<file path="config.mk">
export PLATFORM = sky130hd
export DESIGN_NAME = uart_rx_ctrl
export DESIGN_NICKNAME = d
export VERILOG_FILES = /design/src/rtl/uart_rx_ctrl.sv
export SDC_FILE = /design/constraint.sdc
export NUM_CORES = 1
export LEC_CHECK = 0
export BUFFER_PORTS_ARGS = -buffer_cell sky130_fd_sc_hd__buf_2
export CAP_MARGIN = 15
export CORE_MARGIN = 4
export CORE_UTILIZATION = 40
export DETAILED_ROUTE_END_ITERATION = 16
export GPL_TIMING_DRIVEN = 0
export SETUP_SLACK_MARGIN = 0.4
export SLEW_MARGIN = 20
export SYNTH_ARGS = -nofsm -noshare
export SYNTH_HDL_FRONTEND = slang
export SYNTH_SLANG_ARGS = --single-unit
</file>
<file path="constraint.sdc">
create_clock -name clk -period 3.3 [get_ports clk]
set_input_delay 0.33 -clock clk [delete_from_list [all_inputs] [get_ports clk]]
set_output_delay 0.33 -clock clk [all_outputs]
set_load 0.01 [all_outputs]
</file>
<file path="src/rtl/uart_rx_ctrl.sv">
// UART receive sequencer: start qualification, mid-bit sampling, SIPO shift strobes, stop check.
// Optional parity bit support when UART_RX_PARITY_EN is defined.
module uart_rx_ctrl #(
    parameter int unsigned CLKS_PER_BIT = 16,
    parameter int unsigned DATA_BITS    = 8
`ifdef UART_RX_PARITY_EN
    ,
    parameter bit          PARITY_ODD   = 1'b0
`endif
) (
    input  logic clk,
    input  logic rst,
    input  logic rx,
    output logic shift_data,
    output logic shift_en,
    output logic busy,
    output logic rx_done,
`ifdef UART_RX_PARITY_EN
    output logic parity_err,
`endif
    output logic frame_err
);

    localparam int unsigned CNT_W = $clog2(CLKS_PER_BIT);
    localparam int unsigned IDX_W = $clog2(DATA_BITS);
    localparam logic [CNT_W-1:0] BIT_LAST  = CNT_W'(CLKS_PER_BIT - 1);
    localparam logic [CNT_W-1:0] HALF_LAST = CNT_W'(CLKS_PER_BIT / 2 - 1);
    localparam logic [IDX_W-1:0] IDX_LAST  = IDX_W'(DATA_BITS - 1);

    typedef enum logic [2:0] {
        ST_IDLE,
        ST_START,
        ST_DATA,
`ifdef UART_RX_PARITY_EN
        ST_PARITY,
`endif
        ST_STOP,
        ST_BREAK
    } state_e;

    state_e           state_q, state_d;
    logic [CNT_W-1:0] cnt_q, cnt_d;
    logic [IDX_W-1:0] idx_q, idx_d;
    logic [1:0]       sync_q;
    logic             shift_data_q, shift_data_d;
    logic             shift_en_q, shift_en_d;
    logic             busy_q;
    logic             rx_done_q, rx_done_d;
    logic             frame_err_q, frame_err_d;
    logic             rx_s;
`ifdef UART_RX_PARITY_EN
    logic             par_acc_q, par_acc_d;
    logic             par_bad_q, par_bad_d;
    logic             parity_err_q, parity_err_d;
`endif

    assign rx_s = sync_q[1];

    // Next-state and registered-output decode
    always_comb begin
        state_d      = state_q;
        cnt_d        = cnt_q + CNT_W'(1);
        idx_d        = idx_q;
        shift_data_d = shift_data_q;
        shift_en_d   = 1'b0;
        rx_done_d    = 1'b0;
        frame_err_d  = 1'b0;
`ifdef UART_RX_PARITY_EN
        par_acc_d    = par_acc_q;
        par_bad_d    = par_bad_q;
        parity_err_d = 1'b0;
`endif
        unique case (state_q)
            ST_IDLE: begin
                if (!rx_s) state_d = ST_START;
            end
            ST_START: begin
`ifdef UART_RX_PARITY_EN
                par_acc_d = 1'b0;
                par_bad_d = 1'b0;
`endif
                if (cnt_q == HALF_LAST) begin
                    idx_d   = '0;
                    state_d = rx_s ? ST_IDLE : ST_DATA;
                end
            end
            ST_DATA: begin
                if (cnt_q == BIT_LAST) begin
                    cnt_d        = '0;
                    shift_data_d = rx_s;
                    shift_en_d   = 1'b1;
                    idx_d        = idx_q + IDX_W'(1);
`ifdef UART_RX_PARITY_EN
                    par_acc_d    = par_acc_q ^ rx_s;
                    if (idx_q == IDX_LAST) state_d = ST_PARITY;
`else
                    if (idx_q == IDX_LAST) state_d = ST_STOP;
`endif
                end
            end
`ifdef UART_RX_PARITY_EN
            ST_PARITY: begin
                if (cnt_q == BIT_LAST) begin
                    par_bad_d = ((par_acc_q ^ rx_s) != PARITY_ODD);
                    state_d   = ST_STOP;
                end
            end
`endif
            ST_STOP: begin
                if (cnt_q == BIT_LAST) begin
`ifdef UART_RX_PARITY_EN
                    parity_err_d = par_bad_q;
`endif
                    if (rx_s) begin
                        rx_done_d = 1'b1;
                        state_d   = ST_IDLE;
                    end else begin
                        frame_err_d = 1'b1;
                        state_d     = ST_BREAK;
                    end
                end
            end
            ST_BREAK: begin
                if (rx_s) state_d = ST_IDLE;
            end
            default: state_d = ST_IDLE;
        endcase
        // Baud counter restarts on every state change and rests at 0 while idle
        if (state_d != state_q || state_q == ST_IDLE || state_q == ST_BREAK) cnt_d = '0;
    end

    always_ff @(posedge clk or posedge rst) begin
        if (rst) begin
            state_q      <= ST_IDLE;
            cnt_q        <= '0;
            idx_q        <= '0;
            sync_q       <= 2'b11;
            shift_data_q <= 1'b0;
            shift_en_q   <= 1'b0;
            busy_q       <= 1'b0;
            rx_done_q    <= 1'b0;
            frame_err_q  <= 1'b0;
`ifdef UART_RX_PARITY_EN
            par_acc_q    <= 1'b0;
            par_bad_q    <= 1'b0;
            parity_err_q <= 1'b0;
`endif
        end else begin
            state_q      <= state_d;
            cnt_q        <= cnt_d;
            idx_q        <= idx_d;
            sync_q       <= {sync_q[0], rx};
            shift_data_q <= shift_data_d;
            shift_en_q   <= shift_en_d;
            busy_q       <= (state_d != ST_IDLE);
            rx_done_q    <= rx_done_d;
            frame_err_q  <= frame_err_d;
`ifdef UART_RX_PARITY_EN
            par_acc_q    <= par_acc_d;
            par_bad_q    <= par_bad_d;
            parity_err_q <= parity_err_d;
`endif
        end
    end

    assign shift_data = shift_data_q;
    assign shift_en   = shift_en_q;
    assign busy       = busy_q;
    assign rx_done    = rx_done_q;
    assign frame_err  = frame_err_q;
`ifdef UART_RX_PARITY_EN
    assign parity_err = parity_err_q;
`endif

endmodule

</file>
* Word level (Yosys, flattened, before mapping)
Cells that the tools add are included.
Storage, ports and cells: output and inout bits 5, input bits 3, flip-flop bits (word level) 17
Cells by class: equality and inequality tests 10, multiplexer cells 23, add/sub/neg operators 2, reductions and logical operators 7
Operator list (number):
- 2-to-1 mux 3 bit | 9
- one-hot mux 3 bit (5 select lines) | 1
- 2-to-1 mux 4 bit | 3
- 2-to-1 mux 1 bit | 8
- equality test 3 x 2 -> 1 bit, second input constant | 2
- equality test 3 bit, second input constant | 2
- one-hot mux 3 bit (2 select lines) | 1
- adder 4 x 1 -> 4 bit, second input constant | 1
- equality test 4 x 3 -> 1 bit, second input constant | 1
- equality test 4 bit, second input constant | 1
- inequality test 2 bit, second input constant | 2
- adder 3 x 1 -> 3 bit, second input constant | 1
- equality test 3 x 1 -> 1 bit, second input constant | 1
- zero test 3 bit | 1
- inequality test 3 bit | 1
- AND reduction 3 bit | 1
- nonzero test 3 bit | 1
- logical OR 1 bit | 2
- 2-to-1 mux 2 bit | 1
- AND reduction 2 bit | 1
- nonzero test 2 bit | 1

* Depth between registers and ports, before layout
Gate-level depths: netlist of the first run.
depth after elaboration 8, gate-level depth with buffers 5

* Least setup slack after synthesis of the first run
OpenSTA, ideal clock, no wires.
path type flip-flop to flip-flop, start point register cnt_q[0], end point register shift_data_q (netlist: shift_data), arrival 1.328 ns, path slack 1.845 ns, path buffers 0, cell stages (with the launch flop) 5, setup time 0.128 ns, cell sequence dfrtp_1 ha_1 and3_2 and2_1 mux2_1
On the way: longest elaborated chain between the ends 2
RTL lines:
- start: declaration | RTL line 42 | logic [CNT_W-1:0] cnt_q, cnt_d;
- start signal: assignment | RTL line 150 | cnt_q <= cnt_d;
- equality test 4 bit | RTL line 88 | if (cnt_q == BIT_LAST) begin
- AND reduction 2 bit (no line)
- end signal: assignment | RTL line 153 | shift_data_q <= shift_data_d;
- end: declaration | RTL line 45 | logic shift_data_q, shift_data_d;
Every way passes these cells. A chain may end at the register's enable or synchronous reset.

* Worst setup path after layout of the first run
start point register state_q[2], end point register shift_data_q (netlist: shift_data)
On the way: longest elaborated chain between the ends 2
RTL lines:
- start: declaration | RTL line 41 | state_e state_q, state_d;
- start signal: assignment | RTL line 149 | state_q <= state_d;
- equality test 3 x 2 -> 1 bit | RTL line 73 | unique case (state_q)
- AND reduction 2 bit (no line)
Every way passes these cells.

==> results of run 1 <==
## logic make-up after synthesis
family                   synth area share, %
multiplexers                            5.02
flip-flops                              52.1
buffers and inverters                   7.61
AND/OR/NAND/NOR                         18.6
adder cells (fa/ha/maj)                 4.57
AO/OA/AOI/OAI                           10.0
XOR/XNOR                                2.13
## state kept, by name, summed over array words and instances (netlist names)
register    count
busy            1
cnt_q           4
shift_data      1
sync_q          2
rx_done         1
state_q         3
frame_err       1
idx_q           3
shift_en        1
## per-stage QoR
step | std cells | instance area (sq um) | setup slack, ns | power, mW | hold slack [ns]
after floorplan | 72 | 822 | 1.84 | 0.500 | 0.255
after global placement | 106 | 891 | 1.57 | 0.545 | 0.345
after detailed placement | 106 | 891 | 1.50 | 0.551 | 0.347
after CTS | 110 | 918 | 1.48 | 0.663 | 0.117
after global routing | 110 | 918 | 1.36 | 0.721 | 0.102
final | 110 | 918 | 1.47 | 0.658 | 0.109
## power by group through the flow
stage	logic, mW	registers, mW	clock network, mW
2_1_floorplan	0.200	0.299	0
3_3_place_gp	0.244	0.300	0
3_5_place_dp	0.248	0.304	0
4_1_cts	0.249	0.299	0.115
5_1_grt	0.288	0.308	0.124
6_report	0.248	0.299	0.110
## worst reg2reg max path: cells and delay by family, from the launching register on
kind | cells | cell delay [ns]
DFF | 1 | 0.51
muxes | 1 | 0.34
and+or+nand+nor | 2 | 0.87
## metal layers
layer  wire, microns  GRT usage [%]
met5               0              0
met2             655           19.4
met3              29           2.82
met4              17           8.51
met1             739           17.7
## worst paths after layout
path / endpoint / start / cells after the start
worst max-delay path: shift_data$_DFFE_PP0P_ / state_q[2]$_DFF_PP0_ / 3
worst max register to register: shift_data$_DFFE_PP0P_ / state_q[2]$_DFF_PP0_ / 3
worst min-delay path: busy$_DFF_PP0_ / rst / 2
max in group asynchronous: cnt_q[1]$_DFF_PP0_ / rst / 2
min in group clk: sync_q[0]$_DFF_PP1_ / rx / 1
worst min register to register: sync_q[1]$_DFF_PP1_ / sync_q[0]$_DFF_PP1_ / 0
## area by class of cell
| cell class | instances | area (sq um) | area share (%) |
|---|---|---|---|
| Clock inverter | 1 | 5.00 | 0.545 |
| Buffer | 3 | 36.3 | 3.95 |
| Clock buffer | 3 | 22.5 | 2.45 |
| Sequential cell | 17 | 428 | 46.6 |
| Tap cell | 27 | 33.8 | 3.68 |
| Multi-Input combinational cell | 45 | 332 | 36.1 |
| Inverter | 7 | 26.3 | 2.86 |
| Timing Repair Buffer | 7 | 35.0 | 3.81 |
## placed cells by master (no fill, tap or decap), types with 3 or more instances in the layout
| cell | synthesis | layout |
|---|---|---|
| dfrtp_1 | 15 | 15 |
| inv_1 | 7 | 7 |
| buf_2 | 0 | 7 |
| nand2_1 | 5 | 5 |
| nand3_1 | 3 | 3 |
| nor2_1 | 3 | 3 |
| mux2i_1 | 3 | 3 |
| ha_1 | 3 | 3 |
| clkbuf_4 | 0 | 3 |
==> reports/results.ini, run 1 <==
[worst_hold_path]
hold_path.class=primary input to async pin

[floorplan]
row_count=16
fp.dieArea_sq_mm=0.00284
pin_count=8
die-height_microns=53.3
coreArea_sq_mm=0.00196
start_util_pct=41.9
die_w_microns=53.3

[setup_path]
required_ns=3.47
reg2reg_slack_ns=1.47
crit_path_start_kind=flip-flop
cp_max_fo=8
crit_family=simple AND/OR/NAND/NOR gates
critical_path.max_stage_delay_ns=0.56
critical_path_buf_inv_count=0
endpoint_kind=flip-flop
cp_cell_sequence=nor3b_1, and2_1, mux2_1
cpMaxStageDelayCell=nor3b_1
arrival_ns=2.00
worstSetupPathType=flip-flop to flip-flop

[yosys]
ys_warn_count=0
async_reset_ff_share_pct=100
synth_ff_type=dfrtp_1
synth_commonest_cells=dfrtp_1 (15), inv_1 (7), nand2_1 (5)
ys_seq_area_share_pct=52.1
synth_seq_cells=17
synth_area_sq_um=822
synth.top_cells.by_area=dfrtp_1 (46%), dfstp_2 (6.4%), ha_1 (4.6%)
synth_nets=78
synth_cells=72
yosysTopAreaCell=dfrtp_1
ys_types=33
synth.avg_cell_area_sq_um=11.4
yosysMostFrequentCell=dfrtp_1
synth.top_cell.area_share_pct=45.7
synth_edf_count=0

[run]
max_cap_violations=0

[timing]
max_freq_mhz=546
slew_headroom_pct=56.9
drv_slew=0
setup_viol=0
clock_skew_ns=0.00429
finalCritPeriodShare_pct=55.5
hold_viol=0
rsz0062_at_grt=no
tightestPinTransition_ns=0.646
finalCriticalPeriod_ns=1.83
fin_tns_setup_ns=0

[global_route]
grt_pass1_vias=586
antenna_found_initial=0
grt_usage_pct=13.3
grt_max_degree=18
grt_overflow=0
grt_pass1_wl_microns=2680

[power]
share_comb_of_total_power_pct=37.7
swShare_pct=35.2
clkPwrFrac_pct=16.8
intPower_mw=0.426
p_leak_nw=0.419
seqPwrFrac_pct=45.5
power_switching_mw=0.232
ir_drop_mv=0.355
powerDensity_mw_per_mm2=716

[outcome]
status=complete, no violations

[layout]
n_fill_cell=206
postLayoutCoreUtil_pct=46.8
area_delta_synth_final_pct=11.7
drive_gt1_share_pct=24.1
fin_nets=90
diodes=0

[routing]
first_pass_iters=4
wire_per_inst_microns=13.1
drt_iter0_markers=9
ant_nets=0
num_vias=565
drt-total-wl_microns=1440
vias_per_cell=5.14
drc=0

[clocking]
cts_buffer_depth=2
cts_hold_buf=0
ctsResizeCount=0
clkSinkCount=17
cts_setup_buffers=0
cts_buffers=3
clkTransAtPathRegs_ns=0.10
clk_latency_ns=0.29
ctsHtreeMaxLevel=1
cts_root_buffer=clkbuf_4
cts_tree=yes

[placement]
post-dp-hpwl_microns=1020
portBuffers=7
place_congestion=0.772

Note: power is estimated with default switching activity, not from simulation.
==> run 2: changes to the inputs <==
==> constraint.sdc (replaced) <==
create_clock -name clk -period 1.6 [get_ports clk]
set_input_delay 0.16 -clock clk [delete_from_list [all_inputs] [get_ports clk]]
set_output_delay 0.16 -clock clk [all_outputs]
set_load 0.01 [all_outputs]
==> reports/results.ini, run 2 (synthesized netlist as in run 1, its figures left out) <==
[setup_path]
worstRegToRegCells=6  ; +3
cp_max_fo=7  ; -1
endpoint_kind=flip-flop
crit_path_start_kind=flip-flop
arrival_ns=1.69  ; -0.31 ns
worstSetupPathType=flip-flop to flip-flop
required_ns=1.78  ; -1.69 ns

[worst_hold_path]
holdPathStages=0
hold_path.class=flip-flop to flip-flop

[power]
power_switching_mw=0.638  ; +180%
powerDensity_mw_per_mm2=1510  ; +110%
swShare_pct=36.4  ; +1.2 points
intPower_mw=1.12  ; +160%
share_comb_of_total_power_pct=50.7  ; +13 points
p_leak_nw=0.489  ; +17%
seqPwrFrac_pct=36.3  ; -9.2 points
ir_drop_mv=0.903  ; +150%
clkPwrFrac_pct=13.0  ; -3.8 points

[clocking]
cts_buffer_depth=2  ; unchanged
cts_tree=yes
clkSinkCount=17  ; unchanged
cts_root_buffer=clkbuf_4
ctsHtreeMaxLevel=1  ; unchanged
clk_latency_ns=0.28  ; about the same
cts_buffers=3  ; unchanged
clkTransAtPathRegs_ns=0.10  ; about the same

[placement]
post-dp-hpwl_microns=1020  ; +0.56%
place_congestion=0.717  ; -7.2%
portBuffers=7  ; unchanged
place_inst=106  ; unchanged

[floorplan]
die_w_microns=53.3  ; unchanged
coreArea_sq_mm=0.00196  ; unchanged
fp.dieArea_sq_mm=0.00284  ; unchanged
row_count=16  ; unchanged
pin_count=8  ; unchanged
start_util_pct=41.9  ; unchanged
die-height_microns=53.3  ; unchanged

[global_route]
grt_pass1_wl_microns=2770  ; +3.6%
grt_use_met3_pct=2.54  ; -0.28 points
grt_overflow=0  ; unchanged
grt_usage_pct=13.9  ; +0.52 points
busiest_layer=met2
met1_usage_pct=16.8  ; -0.91 points
use_met2_pct=22.9  ; +3.5 points
antenna_found_initial=0  ; unchanged
grt_pass1_vias=611  ; +4.3%
grt_max_degree=18  ; unchanged

[routing]
num_vias=602  ; +6.5%
drt_iter0_markers=4  ; -5
first_pass_iters=3  ; -1
ant_nets=0  ; unchanged
drt-total-wl_microns=1720  ; +19%
drc=0  ; unchanged
wire_per_inst_microns=14.0  ; +6.9%
vias_per_cell=4.89  ; -4.7%

[timing]
max_freq_mhz=664  ; +21%
hold_viol=0  ; unchanged
setup_viol=0  ; unchanged
finalCriticalPeriod_ns=1.51  ; -0.324 ns
finalCritPeriodShare_pct=94.2  ; +39 points
drv_slew=0  ; unchanged
tightestPinTransition_ns=0.640  ; -0.00634 ns
rsz0062_at_grt=yes
slew_headroom_pct=57.3  ; +0.42 points
clock_skew_ns=0.00415  ; -0.000146 ns
fin_tns_setup_ns=0  ; unchanged

[layout]
diodes=0  ; unchanged
final_cell_count_no_fill=123  ; +12%
layout_common_cells=dfrtp_1 (14), buf_4 (10), inv_1 (7), buf_2 (7), nand2_1 (5)
area_delta_synth_final_pct=41.6
top_register=cnt_q
final_common_cell=dfrtp_1
largest_register_ffs=4  ; unchanged
drive_gt1_share_pct=46.9  ; +23 points
fin_nets=103  ; +14%
n_fill_cell=194  ; -5.8%
reg_top3=cnt_q x4, idx_q x3, state_q x3

[run]
max_cap_violations=0  ; unchanged

[outcome]
status=complete, no violations

[run 2: layer usage]
metal  up-vias  part of all wire (%)
li1        301                     -
met1       293                    44
met2         4                    53
met3         4                   1.7
met4         0                   2.0
met5         -                     0
[run 2: stage by stage]
stage               util, %  hold slack [ns]  cell area (sq um)  setup WS [ns]  total power [mW]
finish                 59.3            0.361               1160         0.0930              1.75
global route           59.3            0.365               1160         0.0310              1.86
CTS                    52.2            0.362               1020          0.100              1.51
detailed placement     47.7            0.267                936         0.0724              1.20
global placement       47.7            0.266                936         0.0883              1.18
floorplan                 -           0.0846                867          0.199              1.08
[run 2: power groups by stage]
stage               Clock [mW]  Sequential (mW)  Combinational, mW
floorplan                    0            0.631              0.451
global placement             0            0.635              0.546
detailed placement           0            0.641              0.556
CTS                      0.235            0.639              0.639
global route             0.250            0.656              0.958
finish                   0.227            0.637              0.889
[run 2: path summary, 6_finish.rpt]
kind	slack [ns]	endpoint	start
max in group asynchronous	0.65	state_q[2]$_DFF_PP0_	rst
setup / recovery	0.09	shift_data$_DFFE_PP0P_	cnt_q[3]$_DFF_PP0_
min in group asynchronous	0.51	idx_q[0]$_DFFE_PP0P_	rst
hold / removal	0.36	sync_q[1]$_DFF_PP1_	sync_q[0]$_DFF_PP1_
setup reg to reg	0.09	shift_data$_DFFE_PP0P_	cnt_q[3]$_DFF_PP0_
hold reg to reg	0.36	sync_q[1]$_DFF_PP1_	sync_q[0]$_DFF_PP1_
[run 2: critical path: stages, from the launching register on]
cell and delay (ns):
dfrtp_1 0.38, buf_6 0.11, buf_4 0.12, buf_6 0.12, and3_4 0.20, and2_4 0.17, mux2_4 0.29
[run 2: cell type report]
cell class	instances	area [sq um]	share of cell area (%)
multi-input cells	45	470	40.4
flip-flops and latches	17	429	36.9
repair buffers	20	141	12.2
plain buffers	3	36.3	3.12
well taps	27	33.8	2.90
clock buffers	4	26.3	2.26
inverters	7	26.3	2.26
[run 2: repair_timing]
action | CTS | global route
hold buffers | 2 | 0
hold endpoints to repair | 16 | 0
endpoints found under the setup margin | 11 | 12
buffers inserted | 2 | 9
pin swaps | 1 | 8
resized for setup | 6 | 13
==> run 3: changes to the inputs <==
--- a/config.mk
+++ b/config.mk
@@ -11,6 +11,7 @@
 export CORE_UTILIZATION = 40
 export DETAILED_ROUTE_END_ITERATION = 16
 export GPL_TIMING_DRIVEN = 0
+export PLACE_DENSITY = 0.61
 export SETUP_SLACK_MARGIN = 0.4
 export SLEW_MARGIN = 20
 export SYNTH_ARGS = -nofsm -noshare
==> constraint.sdc (replaced) <==
create_clock -name clk -period 1.6 [get_ports clk]
set_input_delay 0.4 -clock clk [delete_from_list [all_inputs] [get_ports clk]]
set_output_delay 0.4 -clock clk [all_outputs]
set_load 0.01 [all_outputs]
==> reports/results.ini, run 3 (synthesized netlist as in run 1, its figures left out) <==
[outcome]
status=complete, no violations

[floorplan]
start_util_pct=41.9  ; unchanged
fp.dieArea_sq_mm=0.00284  ; unchanged
die-height_microns=53.3  ; unchanged
row_count=16  ; unchanged
coreArea_sq_mm=0.00196  ; unchanged
die_w_microns=53.3  ; unchanged
pin_count=8  ; unchanged

[routing]
drt-total-wl_microns=1540  ; -10%
ant_nets=0  ; unchanged
wire_per_inst_microns=13.5  ; -3.4%
drt_iter0_markers=5  ; +1
vias_per_cell=5.08  ; +3.8%
first_pass_iters=4  ; +1
drc=0  ; unchanged
num_vias=579  ; -3.8%

[layout]
area_delta_synth_final_pct=29.5
drive_gt1_share_pct=44.8  ; -2.0 points
fin_nets=94  ; -8.7%
largest_register_ffs=4  ; unchanged
n_fill_cell=189  ; -2.6%
top_register=cnt_q
reg_top3=cnt_q x4, idx_q x3, state_q x3
final_common_cell=dfrtp_1
diodes=0  ; unchanged
layout_common_cells=dfrtp_1 (13), inv_1 (7), buf_2 (6)

[timing]
clock_skew_ns=0.00411  ; -0.0000345 ns
hold_viol=0  ; unchanged
setup_viol=0  ; unchanged
drv_slew=0  ; unchanged
finalCriticalPeriod_ns=1.48  ; -0.0277 ns
fin_tns_setup_ns=0  ; unchanged
finalCritPeriodShare_pct=92.5  ; -1.7 points
max_freq_mhz=676  ; +1.9%
slew_headroom_pct=58.0  ; +0.65 points
rsz0062_at_grt=yes
setup_ws_ns=0.121  ; +0.0277 ns
tightestPinTransition_ns=0.630  ; -0.00971 ns

[global_route]
grt_max_degree=18  ; unchanged
grt_overflow=0  ; unchanged
grt_pass1_wl_microns=2590  ; -6.7%
antenna_found_initial=0  ; unchanged
grt_usage_pct=13.1  ; -0.72 points
grt_pass1_vias=582  ; -4.7%

[clocking]
ctsHtreeMaxLevel=1  ; unchanged
cts_root_buffer=clkbuf_4
clkTransAtPathRegs_ns=0.10  ; about the same
cts_buffers=3  ; unchanged
clkSinkCount=17  ; unchanged
cts_tree=yes
clk_latency_ns=0.29  ; about the same
cts_buffer_depth=2  ; unchanged

[placement]
post-dp-hpwl_microns=990  ; -3.4%
pre_cts_slack_ns=0.0873  ; +0.0149 ns
place_congestion=0.782  ; +9.1%
portBuffers=7  ; unchanged

[setup_path]
cp_cell_sequence=buf_6, or3b_4, a211oi_4, mux2i_1
crit_family=flip-flops
critical_path_buf_inv_count=1  ; -2
cpMaxStageDelayCell=dfrtp_1
crit_start=cnt_q[3]$_DFF_PP0_
worstSetupPathType=flip-flop to flip-flop
reg2reg_to=idx_q[2]$_DFFE_PP0P_
reg2reg_slack_ns=0.12  ; +0.03 ns
rr_startpoint=cnt_q[3]$_DFF_PP0_
arrival_ns=1.70  ; about the same
crit_path_start_kind=flip-flop
critical_path.max_stage_delay_ns=0.38  ; about the same
required_ns=1.82  ; +0.04 ns
cp_max_fo=3  ; -4
cp.depth=4  ; -2
cp-endpoint=idx_q[2]$_DFFE_PP0P_
endpoint_kind=flip-flop
worstRegToRegCells=4  ; -2

[power]
p_leak_nw=0.443  ; -9.3%
powerDensity_mw_per_mm2=1520  ; +1.2%
p_total_mw=1.62  ; -7.4%
ir_drop_mv=0.824  ; -8.7%

[worst_hold_path]
hold_path.class=primary input to async pin

[run]
max_cap_violations=0  ; unchanged

run 3: where the power goes:
part           internal (mW)  total (mW)  switching [mW]  leakage, nW
clock network         0.0930       0.228           0.135       0.0177
registers              0.539       0.634          0.0952        0.209
logic                  0.403       0.761           0.358        0.216
run 3: how the worst min path moves through the flow:
stage / start / endpoint / slack (ns) / depth (start not counted)
after floorplan: rst / busy$_DFF_PP0_ / 0.32 / 1
after global placement: sync_q[0]$_DFF_PP1_ / sync_q[1]$_DFF_PP1_ / 0.35 / 0
after detailed placement: sync_q[0]$_DFF_PP1_ / sync_q[1]$_DFF_PP1_ / 0.35 / 0
after CTS: rst / rx_done$_DFF_PP0_ / 0.19 / 2
after global routing: rx / sync_q[0]$_DFF_PP1_ / 0.18 / 1
final: rst / rx_done$_DFF_PP0_ / 0.17 / 2
run 3: cell type report:
cell class	instances	area (sq um)	area share, %
buffer	3	37.5	3.53
clock buffer	3	22.5	2.12
clock inverter	1	5.00	0.470
inverter	7	26.3	2.47
multi-input combinational	45	438	41.1
sequential	17	430	40.4
tap	27	33.8	3.17
timing repair buffer	11	71.3	6.70
run 3: timing repair:
| action | 4_1_cts | 5_1_grt |
|---|---|---|
| pin swaps | 2 | 2 |
| setup buffers | 2 | 2 |
| gates resized for setup | 8 | 9 |
| hold buffers | 0 | 0 |
| setup endpoints to repair | 13 | 17 |
run 3: worst register-to-register path, stage by stage, from the launching register on:
cell and delay [ns]:
dfrtp_1 0.38, buf_6 0.12, or3b_4 0.38, a211oi_4 0.31, mux2i_1 0.22
run 3: through the flow:
step / instances / cell area [sq um] / hold slack [ns] / util (%)
after detailed placement: 106 / 936 / 0.347 / 47.7
after global routing: 114 / 1060 / 0.178 / 54.3
after CTS: 112 / 1020 / 0.185 / 52.0
after global placement: 106 / 936 / 0.346 / 47.7
final: 114 / 1060 / 0.171 / 54.3
after floorplan: 72 / 867 / 0.325 / -
run 3: per-layer routing:
metal / global-route usage (%) / share of wire (%) / vias up
met2: 19.6 / 50 / 9
met3: 2.82 / 2.3 / 5
met4: 10.6 / 2.9 / 0
met1: 16.0 / 45 / 283
li1: - / - / 282
met5: 0 / 0 / -
